**config.mk**
```make
export PLATFORM = sky130hd
export DESIGN_NAME = alu_cmd_sequencer
export DESIGN_NICKNAME = d
export VERILOG_FILES = /design/src/rtl/alu_pkg.sv /design/src/rtl/alu_cmd_fifo.sv /design/src/rtl/alu_cmd_sequencer.sv
export SDC_FILE = /design/constraint.sdc
export NUM_CORES = 1
export LEC_CHECK = 0
export BUFFER_PORTS_ARGS = -buffer_cell sky130_fd_sc_hd__buf_2
export CAP_MARGIN = 5
export CELL_PAD_IN_SITES_DETAIL_PLACEMENT = 1
export CELL_PAD_IN_SITES_GLOBAL_PLACEMENT = 2
export CORE_MARGIN = 10
export CORE_UTILIZATION = 39
export CTS_CLUSTER_SIZE = 12
export DETAILED_ROUTE_END_ITERATION = 16
export PLACE_DENSITY_LB_ADDON = 0.12
export SLEW_MARGIN = 20
export SYNTH_ARGS = -nofsm -noshare
export SYNTH_HDL_FRONTEND = slang
export SYNTH_SLANG_ARGS = --single-unit
```
**constraint.sdc**
```tcl
create_clock -name clk -period 5.44 [get_ports clk]
set_input_delay 0.544 -clock clk [delete_from_list [all_inputs] [get_ports clk]]
set_output_delay 0.544 -clock clk [all_outputs]
set_load 0.02 [all_outputs]
```
**src/rtl/alu_pkg.sv**
```systemverilog
// Shared types and widths for the ALU command sequencer and its command FIFO.
package alu_pkg;

  localparam int CODE_W = 4;
  localparam int ANS_W  = 4;

  typedef enum logic [1:0] {
    IDLE,
    DRIVE,
    HOLD
  } state_e;

  typedef struct packed {
    logic              a;
    logic              b;
    logic [CODE_W-1:0] code;
  } cmd_t;

endpackage

```
**src/rtl/alu_cmd_fifo.sv**
```systemverilog
// Synchronous command FIFO: single clock, power-of-two depth, head visible
// combinationally, pointers wrap naturally at DEPTH.
module alu_cmd_fifo
  import alu_pkg::*;
#(
  parameter int DEPTH = 4
) (
  input  logic clk,
  input  logic rst,
  input  logic push,
  input  logic pop,
  input  cmd_t push_data,
  output cmd_t head,
  output logic full,
  output logic empty
);

  localparam int PTR_W = $clog2(DEPTH);
  localparam int CNT_W = PTR_W + 1;

  cmd_t             mem_q [DEPTH];
  logic [PTR_W-1:0] wr_ptr_q, wr_ptr_d;
  logic [PTR_W-1:0] rd_ptr_q, rd_ptr_d;
  logic [CNT_W-1:0] count_q, count_d;

  always_comb begin
    wr_ptr_d = wr_ptr_q;
    rd_ptr_d = rd_ptr_q;
    count_d  = count_q;
    if (push) wr_ptr_d = wr_ptr_q + PTR_W'(1);
    if (pop)  rd_ptr_d = rd_ptr_q + PTR_W'(1);
    case ({push, pop})
      2'b10:   count_d = count_q + CNT_W'(1);
      2'b01:   count_d = count_q - CNT_W'(1);
      default: count_d = count_q;
    endcase
  end

  // NOTE: sequential state uses non-blocking assignments so every flop
  // samples the pre-edge value of every other flop.
  always_ff @(posedge clk) begin
    if (rst) begin
      wr_ptr_q <= '0;
      rd_ptr_q <= '0;
      count_q  <= '0;
    end else begin
      wr_ptr_q <= wr_ptr_d;
      rd_ptr_q <= rd_ptr_d;
      count_q  <= count_d;
    end
  end

  // NOTE: storage is deliberately not reset; an entry is only read after it
  // has been written, and leaving it out keeps the array a plain RAM.
  always_ff @(posedge clk) begin
    if (push) mem_q[wr_ptr_q] <= push_data;
  end

  assign head  = mem_q[rd_ptr_q];
  assign full  = (count_q == CNT_W'(DEPTH));
  assign empty = (count_q == '0);

endmodule

```
**src/rtl/alu_cmd_sequencer.sv**
```systemverilog
// Queues ALU commands, drives them to an external ALU one at a time, and
// presents each captured result through a valid/ready handshake.
module alu_cmd_sequencer
  import alu_pkg::*;
#(
  parameter int FIFO_DEPTH = 4
) (
  input  logic              clk,
  input  logic              rst,
  input  logic              cmd_valid,
  output logic              cmd_ready,
  input  logic              cmd_a,
  input  logic              cmd_b,
  input  logic [CODE_W-1:0] cmd_code,
  output logic              alu_a,
  output logic              alu_b,
  output logic [CODE_W-1:0] alu_code,
  input  logic [ANS_W-1:0]  alu_ans,
  output logic              res_valid,
  input  logic              res_ready,
  output logic [ANS_W-1:0]  res_data,
  output logic [CODE_W-1:0] res_code,
  output logic [7:0]        op_count
);

  state_e            state_q, state_d;
  cmd_t              alu_q, alu_d;
  logic              res_valid_q, res_valid_d;
  logic [ANS_W-1:0]  res_data_q, res_data_d;
  logic [CODE_W-1:0] res_code_q, res_code_d;
  logic [7:0]        op_count_q, op_count_d;

  cmd_t fifo_head;
  cmd_t push_data;
  logic fifo_full;
  logic fifo_empty;
  logic push;
  logic pop;

  assign push_data = '{a: cmd_a, b: cmd_b, code: cmd_code};
  assign cmd_ready = !fifo_full;
  assign push      = cmd_valid && cmd_ready;

  alu_cmd_fifo #(
    .DEPTH(FIFO_DEPTH)
  ) u_fifo (
    .clk      (clk),
    .rst      (rst),
    .push     (push),
    .pop      (pop),
    .push_data(push_data),
    .head     (fifo_head),
    .full     (fifo_full),
    .empty    (fifo_empty)
  );

  // NOTE: every signal written here gets a default first, so no path through
  // the case statement can leave one unassigned and infer a latch.
  always_comb begin
    state_d     = state_q;
    alu_d       = alu_q;
    res_valid_d = res_valid_q;
    res_data_d  = res_data_q;
    res_code_d  = res_code_q;
    op_count_d  = op_count_q;
    pop         = 1'b0;
    case (state_q)
      IDLE: begin
        if (!fifo_empty) begin
          alu_d   = fifo_head;
          state_d = DRIVE;
        end
      end
      DRIVE: begin
        res_data_d  = alu_ans;
        res_code_d  = alu_q.code;
        res_valid_d = 1'b1;
        pop         = 1'b1;
        state_d     = HOLD;
      end
      HOLD: begin
        if (res_ready) begin
          op_count_d  = op_count_q + 8'd1;
          res_valid_d = 1'b0;
          // A push landing on an empty FIFO at this edge becomes the head.
          if (!fifo_empty) begin
            alu_d   = fifo_head;
            state_d = DRIVE;
          end else if (push) begin
            alu_d   = push_data;
            state_d = DRIVE;
          end else begin
            state_d = IDLE;
          end
        end
      end
      default: state_d = IDLE;
    endcase
  end

  always_ff @(posedge clk) begin
    if (rst) begin
      state_q     <= IDLE;
      alu_q       <= '0;
      res_valid_q <= 1'b0;
      res_data_q  <= '0;
      res_code_q  <= '0;
      op_count_q  <= '0;
    end else begin
      state_q     <= state_d;
      alu_q       <= alu_d;
      res_valid_q <= res_valid_d;
      res_data_q  <= res_data_d;
      res_code_q  <= res_code_d;
      op_count_q  <= op_count_d;
    end
  end

  assign alu_a     = alu_q.a;
  assign alu_b     = alu_q.b;
  assign alu_code  = alu_q.code;
  assign res_valid = res_valid_q;
  assign res_data  = res_data_q;
  assign res_code  = res_code_q;
  assign op_count  = op_count_q;

endmodule
```
After elaboration in Yosys (flattened, before gate mapping)
Memory sizes are Yosys's and may differ from the RTL's. A register that Yosys moved wholly into a read port is not among the register bits.
Cells that the tools add are included.
W data, S select, Z words.
- input port bits: 14
- memories: 1
- word-level logic and storage cells: 54
- bits in writable memories: 24
- output and inout port bits: 24
- flip-flop bits (word level): 32
- equal/unequal tests: 8
- $add $sub $neg: 5
- multiplexer cells: 18
- reduce and logical (&&, ||, !) cells: 11
- memory list (memory ; words ; width ; read ports ; clocked after memory_dff ; wr ports ; RTL line ; source):
    u_fifo.mem_q ; 4 ; 6 ; 1 ; 1 ; 1 ; alu_cmd_fifo.sv:21 ; cmd_t mem_q [DEPTH];
- operator list (cell ; number):
    $mux W6 ; 4
    $pmux W6 S2 ; 1
    $add A8 B1 Y8 const B ; 1
    $mux W2 ; 4
    $mux W1 ; 6
    $pmux W2 S3 ; 1
    $pmux W3 S2 ; 1
    $reduce_and A2 Y1 ; 3
    $reduce_bool A2 Y1 ; 3
    $add A2 B1 Y2 const B ; 2
    $eq A2 B1 Y1 const B ; 2
    $eq A2 B2 Y1 const B ; 2
    $ne A2 B2 Y1 const B ; 2
    $reduce_and A4 Y1 ; 1
    $add A3 B1 Y3 const B ; 1
    $eq A3 B3 Y1 const B ; 1
    $logic_not A3 Y1 ; 1
    $ne A3 B2 Y1 const B ; 1
    $sub A3 B1 Y3 const B ; 1
    $logic_not A2 Y1 ; 1
    $pmux W1 S2 ; 1
    $logic_and A1 B1 Y1 ; 1
    $logic_not A1 Y1 ; 1

Longest topological paths before layout
Gate-level depths: netlist of the first run.
- depth after elaboration: 7
- depth in mapped cells: 11
- depth with buffers taken out: 8

Modules after synthesis
A second synthesis of the first run with hierarchy kept.
- cells, all modules: 203
- area total of the unflattened synthesis: 2457.4 µm²
- by module, submodules not included (module ; area an instance (µm²) ; times used ; seq. area each (µm²) ; cells each):
    alu_cmd_fifo ; 1301.2 ; 1 ; 900.9 ; 78
    alu_cmd_sequencer ; 1156.1 ; 1 ; 500.5 ; 125

Worst setup path before layout of the first run
OpenSTA, ideal clock, no wires.
- kind: register to register
- start point: register u_fifo.count_q[2]
- end point: register u_fifo.count_q[2]
- clock period less this slack: 2.385 ns
- library setup time: 0.071 ns
- path slack: 3.055 ns
- stages on the path, launching flop included: 10
- path buffers: 1
- required time: 5.369 ns
- arrival: 2.314 ns
- cell sequence: dfxtp_1 > or3b_2 > clkbuf_1 > nand2_1 > ha_1 > inv_1 > fa_1 > xor2_1 > or3_1 > a21oi_1
- cells in the longest elaborated chain, start to end: 5
- elaborated cells on any way between the ends: 9
- ends and longest elaborated chain (what ; RTL line ; source):
    start: declaration ; alu_cmd_fifo.sv:24 ; logic [CNT_W-1:0] count_q, count_d;
    start signal: assignment ; alu_cmd_fifo.sv:49 ; count_q <= count_d;
    $eq A3 B3 Y1 * ; alu_cmd_fifo.sv:60 ; assign full = (count_q == CNT_W'(DEPTH));
    $logic_not A1 Y1 * ; alu_cmd_sequencer.sv:41 ; assign cmd_ready = !fifo_full;
    named net cmd_ready ; alu_cmd_sequencer.sv:11 ; output logic cmd_ready,
    $logic_and A1 B1 Y1 * ; alu_cmd_sequencer.sv:42 ; assign push = cmd_valid && cmd_ready;
    $eq A2 B1 Y1 or $eq A2 B2 Y1 (tied branches) ; alu_cmd_fifo.sv:32 ; case ({push, pop})
    $pmux W3 S2 or $reduce_bool A2 Y1 (tied branches) ; n/a ;
Mark *: on every way through the listed nets, which the timed path passes. The rest lies on a longest branch.
A chain may end at the register's enable or synchronous reset.

Final worst setup path of the first run
- start point: register state_q[1]
- end point: register u_fifo.count_q[2]
- cells in the longest elaborated chain, start to end: 4
- elaborated cells on any way between the ends: 6
- ends and longest elaborated chain (what ; RTL line ; source):
    start: declaration ; alu_cmd_sequencer.sv:26 ; state_e state_q, state_d;
    start signal: assignment ; alu_cmd_sequencer.sv:110 ; state_q <= state_d;
    $eq A2 B1 Y1 * ; alu_cmd_sequencer.sv:67 ; case (state_q)
    $mux W1 * ; alu_cmd_sequencer.sv:67 ;
    $eq A2 B1 Y1 or $eq A2 B2 Y1 (tied branches) ; alu_cmd_fifo.sv:32 ;
    $pmux W3 S2 or $reduce_bool A2 Y1 (tied branches) ; n/a ;
Every way passes the cells marked *; elsewhere a longest branch is shown, timed or not.

==> metrics.yaml, run 1 <==
dp_slack_ns: 2.948
synth_fa_ha_area_frac: 0.03934
seq_area_frac_synth: 0.5797
leakage_uw: 0.001068
ctsResizeCount: 0
synth.avg_cell_area_um2: 11.51
grt_antenna_before_repair: 0
criticalPathCategory: "flop to flop"
sequentialPowerShare: 0.417
dpl.hpwl_um: 4292
end_kind: "flop"
holdPathEnd: "u_fifo.mem_q[0][5]$_DFFE_PP_"
grt_pass1_vias: 1898
grt_pass1_wl_um: 9301
period_needed_ns: 2.494
grt_use_total: 0.1190
start_util: 0.4059
p_clk_frac: 0.300
drtPass1Iterations: 4
r2r_start: "state_q[1]$_SDFFE_PP0P_"
dpl_cell_area_um2: 2633
routabilityCongestion: 0.7565
cp_common_cell: "inv_1"
cp_cell_sequence: "nand2b_1 > inv_1 > ha_1 > inv_1 > fa_1 > xor2_1 > or3_1 > a21oi_1"
final.setup.worst_slack_ns: 2.946
crit_fanout: 11
synth_top_family_by_area: "simple AND/OR/NAND/NOR gates"
drive_gt1_frac: 0.2550
fin_setup_tns_ns: 0
hold_class: "input pin to flop"
power_density_nw_per_um2: 496.1
period_share: 0.4584
num_io_pins: 38
maxSlewViolCount: 0
cpMaxStageDelayCell: "fa_1"
n_antenna_cell: 0
cts_tree: "built"
hold_violations: 0
worstMarginPinSlew_ns: 0.7776
area_delta_synth_final_pct: 17.55
vdd_drop_max_uv: 264.5
switchingPower_uw: 471.6
syn_inst: 210
max_stage_delay_ns: 0.39
drc_errors: 0
syn_nets: 231
switching_share: 0.3345
insertion_delay_ns: 0.33
die_x_um: 98.73
cts_setup_buffers: 0
grt_max_degree: 35
cts_hold_buf: 0
yosysWarnings: 0
core_um2: 5956
hold_depth: 1
clockBufferDepth: 2
outcome: "finished clean"
gr-total-overflow: 0
rr_worst_depth: 8
rsz0062_at_grt: "no"
drv_cap: 0
muxShareOfSynthArea: 0.06056
finalClockSkew_ns: 0.008285
internal-power_uw: 938.1
cts-htree-levels: 3
routed_via_density: 5.307
fmax_mhz: 401.0
synth_seq_cells: 58
die_h_um: 98.73
fin_nets: 267
cts_sinks: 58
slew-limit-headroom: 0.4776
finalWirelength_um: 5766
crit_path_start_kind: "flop"
detail-route-antenna-nets: 0
hold_start: "cmd_a"
finalInstanceArea_um2: 2841
synthSimpleGateAreaFrac: 0.1444
synth_xor_area_frac: 0.01812
cts_buffers: 9
routed-via-count: 1730
ys_types: 37
layout_commonest_cell: "buf_2"
root_buffer: "clkbuf_8"
finalSetupViolCount: 0
port_buffers: 37
drt_iter0_markers: 68
most-common-layout-cells: "37 x buf_2, 34 x dfxtp_1, 24 x edfxtp_1, 21 x nand2_1, 19 x a21oi_1"
reg2reg_slack_ns: 2.95
clk_pin_slew_worst_paths_ns: 0.06
power_frac_comb: 0.283
timing.rr.end: "u_fifo.count_q[2]$_SDFFE_PP0P_"
crit_buf_inv: 2
post_drt_wl_per_cell_um: 17.69
cp.arrival_ns: 2.75
crit_family: "adder cells"
synth_area_um2: 2417
synth_compound_area_frac: 0.1190
cp.required_ns: 5.70
die_area_um2: 9748
rows: 28
[metrics by stage]
stage | total power, uW | hold WS [ns] | utilization | cells
finish | 1410 | 0.4500 | 0.4771 | 326
global route | 1491 | 0.4432 | 0.4771 | 326
CTS | 1433 | 0.4385 | 0.4771 | 326
detailed placement | 1004 | 0.4528 | 0.4420 | 310
global placement | 983.7 | 0.4451 | 0.4420 | 310
floorplan | 891.4 | 0.4847 | - | 210
[cell families (layout without fill, tap and decap cells)]
group | after synthesis | after routing
AO/OA/AOI/OAI | 46 | 46
XOR/XNOR | 5 | 5
adder cells (fa/ha/maj) | 7 | 7
buffers and inverters | 20 | 61
flip-flops | 58 | 58
multiplexers | 7 | 7
AND/OR/NAND/NOR | 67 | 67
[worst register-to-register path: stages, from the launching register on]
cell,delay (ns)
dfxtp_1,0.38
nand2b_1,0.34
inv_1,0.37
ha_1,0.27
inv_1,0.06
fa_1,0.39
xor2_1,0.17
or3_1,0.31
a21oi_1,0.14
[power groups by stage]
| stage | logic (uW) | registers, uW | clock network, uW |
|---|---|---|---|
| after CTS | 407 | 591 | 435 |
| final | 399 | 588 | 423 |
| after floorplan | 278 | 614 | 0 |
| after detailed placement | 403 | 601 | 0 |
| after global routing | 441 | 600 | 450 |
| after global placement | 389 | 595 | 0 |
[how the worst max path moves through the flow]
stage / startpoint / to / slack (ns) / depth (start not counted)
after global placement: state_q[1]$_SDFFE_PP0P_ / u_fifo.count_q[2]$_SDFFE_PP0P_ / 3.10 / 8
after global routing: state_q[1]$_SDFFE_PP0P_ / u_fifo.count_q[2]$_SDFFE_PP0P_ / 2.70 / 8
final: state_q[1]$_SDFFE_PP0P_ / u_fifo.count_q[2]$_SDFFE_PP0P_ / 2.95 / 8
after floorplan: u_fifo.count_q[2]$_SDFFE_PP0P_ / u_fifo.count_q[2]$_SDFFE_PP0P_ / 3.06 / 9
after CTS: state_q[1]$_SDFFE_PP0P_ / u_fifo.count_q[2]$_SDFFE_PP0P_ / 2.93 / 8
after detailed placement: state_q[1]$_SDFFE_PP0P_ / u_fifo.count_q[2]$_SDFFE_PP0P_ / 2.95 / 8
[Yosys cell counts, drive strengths merged]
cell type | n | area (um^2)
nor2 | 10 | 37.54
or3 | 3 | 18.77
o21ai | 8 | 40.04
a311oi | 6 | 58.80
or3b | 1 | 8.760
xor2 | 4 | 35.03
nand2b | 3 | 18.77
mux4 | 6 | 135.1
a2111o | 1 | 11.26
nand3b | 2 | 15.01
nand2 | 21 | 78.83
nand4b | 1 | 8.760
xnor2 | 1 | 8.760
a31oi | 6 | 37.54
and4b | 1 | 10.01
a21oi | 19 | 95.09
nand3 | 12 | 60.06
nor2b | 3 | 18.77
o31ai | 3 | 22.52
nand4 | 1 | 6.260
ha | 6 | 75.07
clkbuf | 7 | 26.28
dfxtp | 34 | 680.7
o21a | 1 | 7.510
a21o | 2 | 15.01
buf | 5 | 37.53
nor3 | 1 | 5.000
edfxtp | 24 | 720.7
and3 | 5 | 40.04
mux2 | 1 | 11.26
fa | 1 | 20.02
or4 | 3 | 22.52
inv | 8 | 30.03
[registers in the layout, summed over array words and instances, names as in the netlist, 2 cells and up, named ones only]
name / cells
u_fifo.count_q: 3
state_q: 2
u_fifo.mem_q: 24
u_fifo.wr_ptr_q: 2
op_count: 8
res_data: 4
alu_code: 4
u_fifo.rd_ptr_q: 2
res_code: 4
[layer usage]
layer	up-vias	GRT usage	routed length, um
met5	-	0	0
met4	0	0.06284	89
met3	9	0.03142	210
met2	28	0.2002	2908
met1	852	0.1349	2557
li1	841	-	-
[cell type report]
class / instances / area [um^2]
fillers: 659 / 3114
flip-flops and latches: 58 / 1401
multi-input cells: 132 / 922.1
repair buffers: 37 / 185.2
clock buffers: 10 / 127.6
well taps: 75 / 93.84
clock inverters: 6 / 81.33
inverters: 8 / 30.03
No activity file was read; power rests on OpenSTA's default activity.
==> run 2, diff against run 1 <==
- CORE_UTILIZATION: 39 -> 33
- clock period: 5.44 -> 2.15 ns (I/O delays scaled with it)
==> run 2 against run 1 <==
  * Global-route usage fell by 1.3 points
  * Clock power rose by 120%
  * Register-to-register slack got worse by 2.8 ns
  * Die area rose by 14%
  * Setup slack got worse by 2.8 ns
  * Sequential cell count did not move
  * Cell count rose by 9.8%
==> metrics.yaml, run 2 (same netlist as run 1, synthesis figures left out) <==
crit_path_end: "u_fifo.count_q[2]$_SDFFE_PP0P_"
cts-htree-levels: 3
finalSetupViolCount: 0
num_io_pins: 38
fmax_mhz: 488.5
insertion_delay_ns: 0.32
grt_pass1_wl_um: 9494
outcome: "finished clean"
drv_cap: 0
drive_gt1_frac: 0.2896
cts_sinks: 58
gr-total-overflow: 0
r2r_start: "u_fifo.count_q[0]$_SDFFE_PP0P_"
root_buffer: "clkbuf_8"
clk_pin_slew_worst_paths_ns: 0.07
detail-route-antenna-nets: 0
end_kind: "flop"
clockBufferDepth: 2
routed-via-count: 1721
leakage_uw: 0.001097
power_density_nw_per_um2: 1206
fin_cells: 358
cts_tree: "built"
finalInstanceArea_um2: 2919
reg2reg_slack_ns: 0.10
maxSlewViolCount: 0
routed_via_density: 4.807
drc_errors: 0
crit_fanout: 6
dp.cells: 342
dpl.hpwl_um: 4235
cts_setup_buffers: 0
crit_path_start_kind: "flop"
cp.required_ns: 2.41
cp.arrival_ns: 2.30
layout_commonest_cell: "buf_2"
port_buffers: 37
slew-limit-headroom: 0.6803
drt_iter0_markers: 45
core_um2: 7176
cpMaxStageDelayCell: "or3b_4"
switching_share: 0.3371
drtPass1Iterations: 4
cp_cell_sequence: "or3b_4 > nand2_2 > ha_2 > inv_1 > fa_2 > xor2_1 > or3_1 > a21oi_1"
rows: 31
finalClockSkew_ns: 0.004772
start_util: 0.3369
grt_use_total: 0.1062
grt_antenna_before_repair: 0
timing.rr.end: "u_fifo.count_q[2]$_SDFFE_PP0P_"
hold_class: "input pin to flop"
cts_buffers: 9
fin_nets: 275
power_frac_comb: 0.312
period_needed_ns: 2.047
switchingPower_uw: 1187
grt_pass1_vias: 1806
internal-power_uw: 2335
post_drt_wl_per_cell_um: 16.03
timing.critical_path.from: "u_fifo.count_q[0]$_SDFFE_PP0P_"
finalWirelength_um: 5738
most-common-layout-cells: "37 x buf_2, 32 x dfxtp_1, 24 x edfxtp_1, 20 x nand2_1, 19 x a21oi_1"
sequentialPowerShare: 0.419
top_register: "u_fifo.mem_q"
criticalPathCategory: "flop to flop"
grt_max_degree: 20
rsz0062_at_grt: "no"
hold_violations: 0
worstMarginPinSlew_ns: 0.4785
die_area_um2: 11150
period_share: 0.9521
dpl_cell_area_um2: 2733
crit_buf_inv: 1
vdd_drop_max_uv: 509.7
die_h_um: 105.6
largest_register_ffs: 24
p_clk_frac: 0.268
n_fill_cell: 792
n_antenna_cell: 0
crit_family: "simple AND/OR/NAND/NOR gates"
area_delta_synth_final_pct: 20.76
routabilityCongestion: 0.7345
final_core_util: 0.4068
fin_setup_tns_ns: 0
crit_cells: 8
die_x_um: 105.6
max_stage_delay_ns: 0.40
rr_worst_depth: 8
[run 2: cell count changes in the layout (fill, tap and decap cells not counted)]
| cell | before | now |
|---|---|---|
| buf_4 | 0 | 8 |
| bufinv_16 | 2 | 1 |
| clkbuf_1 | 1 | 3 |
| clkinvlp_4 | 1 | 0 |
| dfxtp_1 | 34 | 32 |
| dfxtp_4 | 0 | 2 |
| fa_1 | 1 | 0 |
| fa_2 | 0 | 1 |
| ha_1 | 6 | 5 |
| ha_2 | 0 | 1 |
| nand2_1 | 21 | 20 |
| nand2_2 | 0 | 1 |
| or3b_2 | 1 | 0 |
| or3b_4 | 0 | 1 |
[run 2: tightest hold or removal path: cells and delay by family]
kind	cells	cell delay [ns]
buffers and inverters	1	0.09
AND/OR/NAND/NOR	1	0.05
AO/OA/AOI/OAI	1	0.05
[run 2: worst min-delay path by stage]
stage / startpoint / endpoint / cells past startpoint / slack [ns]
after floorplan: cmd_code[0] / u_fifo.mem_q[0][0]$_DFFE_PP_ / 0 / 0.31
after global placement: res_code[2]$_SDFFE_PP0N_ / res_code[2]$_SDFFE_PP0N_ / 2 / 0.45
after detailed placement: res_code[1]$_SDFFE_PP0N_ / res_code[1]$_SDFFE_PP0N_ / 2 / 0.45
after CTS: alu_ans[0] / res_data[0]$_SDFFE_PP0N_ / 3 / 0.11
after global routing: alu_ans[0] / res_data[0]$_SDFFE_PP0N_ / 3 / 0.12
final: alu_ans[0] / res_data[0]$_SDFFE_PP0N_ / 3 / 0.12
[run 2: layout make-up]
| cell class | instances | area, um^2 | share of cell area |
|---|---|---|---|
| multi-input combinational | 132 | 932.1 | 0.3193 |
| timing repair buffer | 45 | 245.2 | 0.08401 |
| inverter | 8 | 30.03 | 0.01029 |
| clock inverter | 4 | 43.79 | 0.01500 |
| tap | 99 | 123.9 | 0.04243 |
| sequential | 58 | 1409 | 0.4826 |
| clock buffer | 12 | 135.1 | 0.04629 |
[run 2: repair_timing]
| item | 4_1_cts | 5_1_grt |
|---|---|---|
| setup endpoints to repair | 0 | 1 |
| gates resized for setup | 0 | 3 |
| hold buffers | 0 | 0 |
[run 2: per-layer routing]
layer,track usage,routed length [um],vias to the layer above
met3,0.04019,241,5
li1,-,-,858
met4,0.03482,61,0
met2,0.1636,2685,26
met5,0,0,-
met1,0.1343,2749,832
[run 2: stage by stage]
stage	total power, uW	hold WS (ns)	setup slack [ns]
3_3_place_gp	2615	0.4451	0.1552
6_report	3522	0.1241	0.1029
3_5_place_dp	2627	0.4450	0.09394
4_1_cts	3583	0.1096	0.07576
2_1_floorplan	2282	0.3139	0.03682
5_1_grt	3771	0.1182	0.007706
[run 2: power groups by stage]
stage | logic [uW] | clock network, uW | registers [uW]
final | 1100 | 945 | 1480
after global routing | 1240 | 1020 | 1510
after CTS | 1130 | 974 | 1480
after detailed placement | 1120 | 0 | 1510
after global placement | 1120 | 0 | 1500
after floorplan | 725 | 0 | 1560
==> run 3, diff against run 2 <==
- CORE_UTILIZATION: 33 -> 39
- HOLD_SLACK_MARGIN: default -> 0.02
- clock period: 2.15 -> 2.6 ns (I/O delays scaled with it)
==> run 3 against run 2 <==
  * Routed wire length increased by 3.0%
  * Clock skew increased by 0.00053 ns
  * Count of clock-buffer cells in the layout decreased by 3
  * Sequential cell count unchanged
  * Critical path depth unchanged
  * Setup slack improved by 0.068 ns
  * Fmax decreased by 16%
  * Combinational power decreased by 22%
  * Largest cell class unchanged
==> metrics.yaml, run 3 (same netlist as run 1, synthesis figures left out) <==
outcome: "finished clean"
hold_depth: 1
period_needed_ns: 2.429
r2r_start: "u_fifo.count_q[2]$_SDFFE_PP0P_"
n_antenna_cell: 0
rsz0062_at_grt: "no"
period_share: 0.9343
rr_worst_depth: 8
die_area_um2: 9748
num_io_pins: 38
clk_pin_slew_worst_paths_ns: 0.07
routabilityCongestion: 0.6766
area_delta_synth_final_pct: 19.10
cts_buffers: 9
power_density_nw_per_um2: 1070
seqCellArea_um2: 1401
finalClockSkew_ns: 0.005303
cp.required_ns: 2.86
drv_cap: 0
final_core_util: 0.4834
routed_via_density: 5.354
finalWirelength_um: 5913
vdd_drop_max_uv: 570.5
drt_iter0_markers: 55
most-common-layout-cells: "37 x buf_2, 34 x dfxtp_1, 24 x edfxtp_1, 21 x nand2_1, 19 x a21oi_1"
slew-limit-headroom: 0.4888
die_x_um: 98.73
drtPass1Iterations: 4
cts_sinks: 58
layout_commonest_cell: "buf_2"
die_h_um: 98.73
largest_register_ffs: 24
post_drt_wl_per_cell_um: 18.03
crit_path_start_kind: "flop"
gr-total-overflow: 0
rows: 28
finalInstanceArea_um2: 2879
grt_pass1_wl_um: 9770
finalSetupViolCount: 0
hold_start: "cmd_code[3]"
detail-route-antenna-nets: 0
fin_nets: 269
dp_slack_ns: 0.1697
port_buffers: 37
end_kind: "flop"
power.total_uw: 3080
timing.critical_path.from: "u_fifo.count_q[2]$_SDFFE_PP0P_"
ctsResizeCount: 0
final.setup.worst_slack_ns: 0.1707
worstMarginPinSlew_ns: 0.7610
top_register: "u_fifo.mem_q"
cts_tree: "built"
start_util: 0.4059
holdPathEnd: "u_fifo.mem_q[1][3]$_DFFE_PP_"
grt_max_degree: 35
grt_pass1_vias: 1932
fmax_mhz: 411.6
cts-htree-levels: 3
leakage_uw: 0.001092
grt_antenna_before_repair: 0
fin_setup_tns_ns: 0
clockBufferDepth: 2
root_buffer: "clkbuf_8"
cts_hold_buf: 0
multi_input_area_um2: 922.1
drc_errors: 0
maxSlewViolCount: 0
dpl.hpwl_um: 4300
crit_fanout: 10
insertion_delay_ns: 0.33
drive_gt1_frac: 0.2609
timing.rr.end: "u_fifo.count_q[2]$_SDFFE_PP0P_"
hold_class: "input pin to flop"
cts_setup_buffers: 0
routed-via-count: 1756
grt_use_total: 0.1258
reg2reg_slack_ns: 0.17
dpl_cell_area_um2: 2648
hold_violations: 0
core_um2: 5956
n_fill_cell: 690
cp.arrival_ns: 2.69
criticalPathCategory: "flop to flop"
-- run 3: area by class of cell --
type / count / share of cell area
Clock buffer: 9 / 0.04302
Clock inverter: 7 / 0.03738
Inverter: 8 / 0.01043
Multi-Input combinational cell: 132 / 0.3203
Sequential cell: 58 / 0.4867
Tap cell: 75 / 0.03259
Timing Repair Buffer: 39 / 0.06954
-- run 3: worst max-delay path by stage --
stage,to,slack (ns),cells past startpoint
final,u_fifo.count_q[2]$_SDFFE_PP0P_,0.17,8
after global placement,u_fifo.count_q[2]$_SDFFE_PP0P_,0.34,8
after floorplan,u_fifo.count_q[2]$_SDFFE_PP0P_,0.22,9
after detailed placement,u_fifo.count_q[2]$_SDFFE_PP0P_,0.17,8
after global routing,u_fifo.count_q[2]$_SDFFE_PP0P_,0.03,8
after CTS,u_fifo.count_q[2]$_SDFFE_PP0P_,0.15,8
-- run 3: report_power, final --
group          internal, uW  leakage [uW]  switching, uW
sequential             1100      0.000498            138
combinational           346      0.000477            514
clock                   626      0.000118            356
-- run 3: stage by stage --
stage	cells	hold slack, ns
after CTS	328	0.1509
after global placement	312	0.4403
after global routing	328	0.1523
after floorplan	210	0.3589
after detailed placement	312	0.4536
final	328	0.1584
-- run 3: critical path: stages (launching register included) --
cell     delay (ns)
dfxtp_1        0.41
or3b_2         0.57
nand2_1        0.12
ha_1           0.19
inv_1          0.06
fa_1           0.37
xor2_1         0.17
or3_1          0.31
a21oi_1        0.15
-- run 3: per-layer routing --
layer,share of wire,track usage,vias to the layer above,routed length (um)
met5,0,0,-,0
met4,0.015,0.04961,0,89
met3,0.040,0.04260,13,234
met2,0.51,0.2153,31,3018
met1,0.43,0.1405,867,2572
li1,-,-,845,-
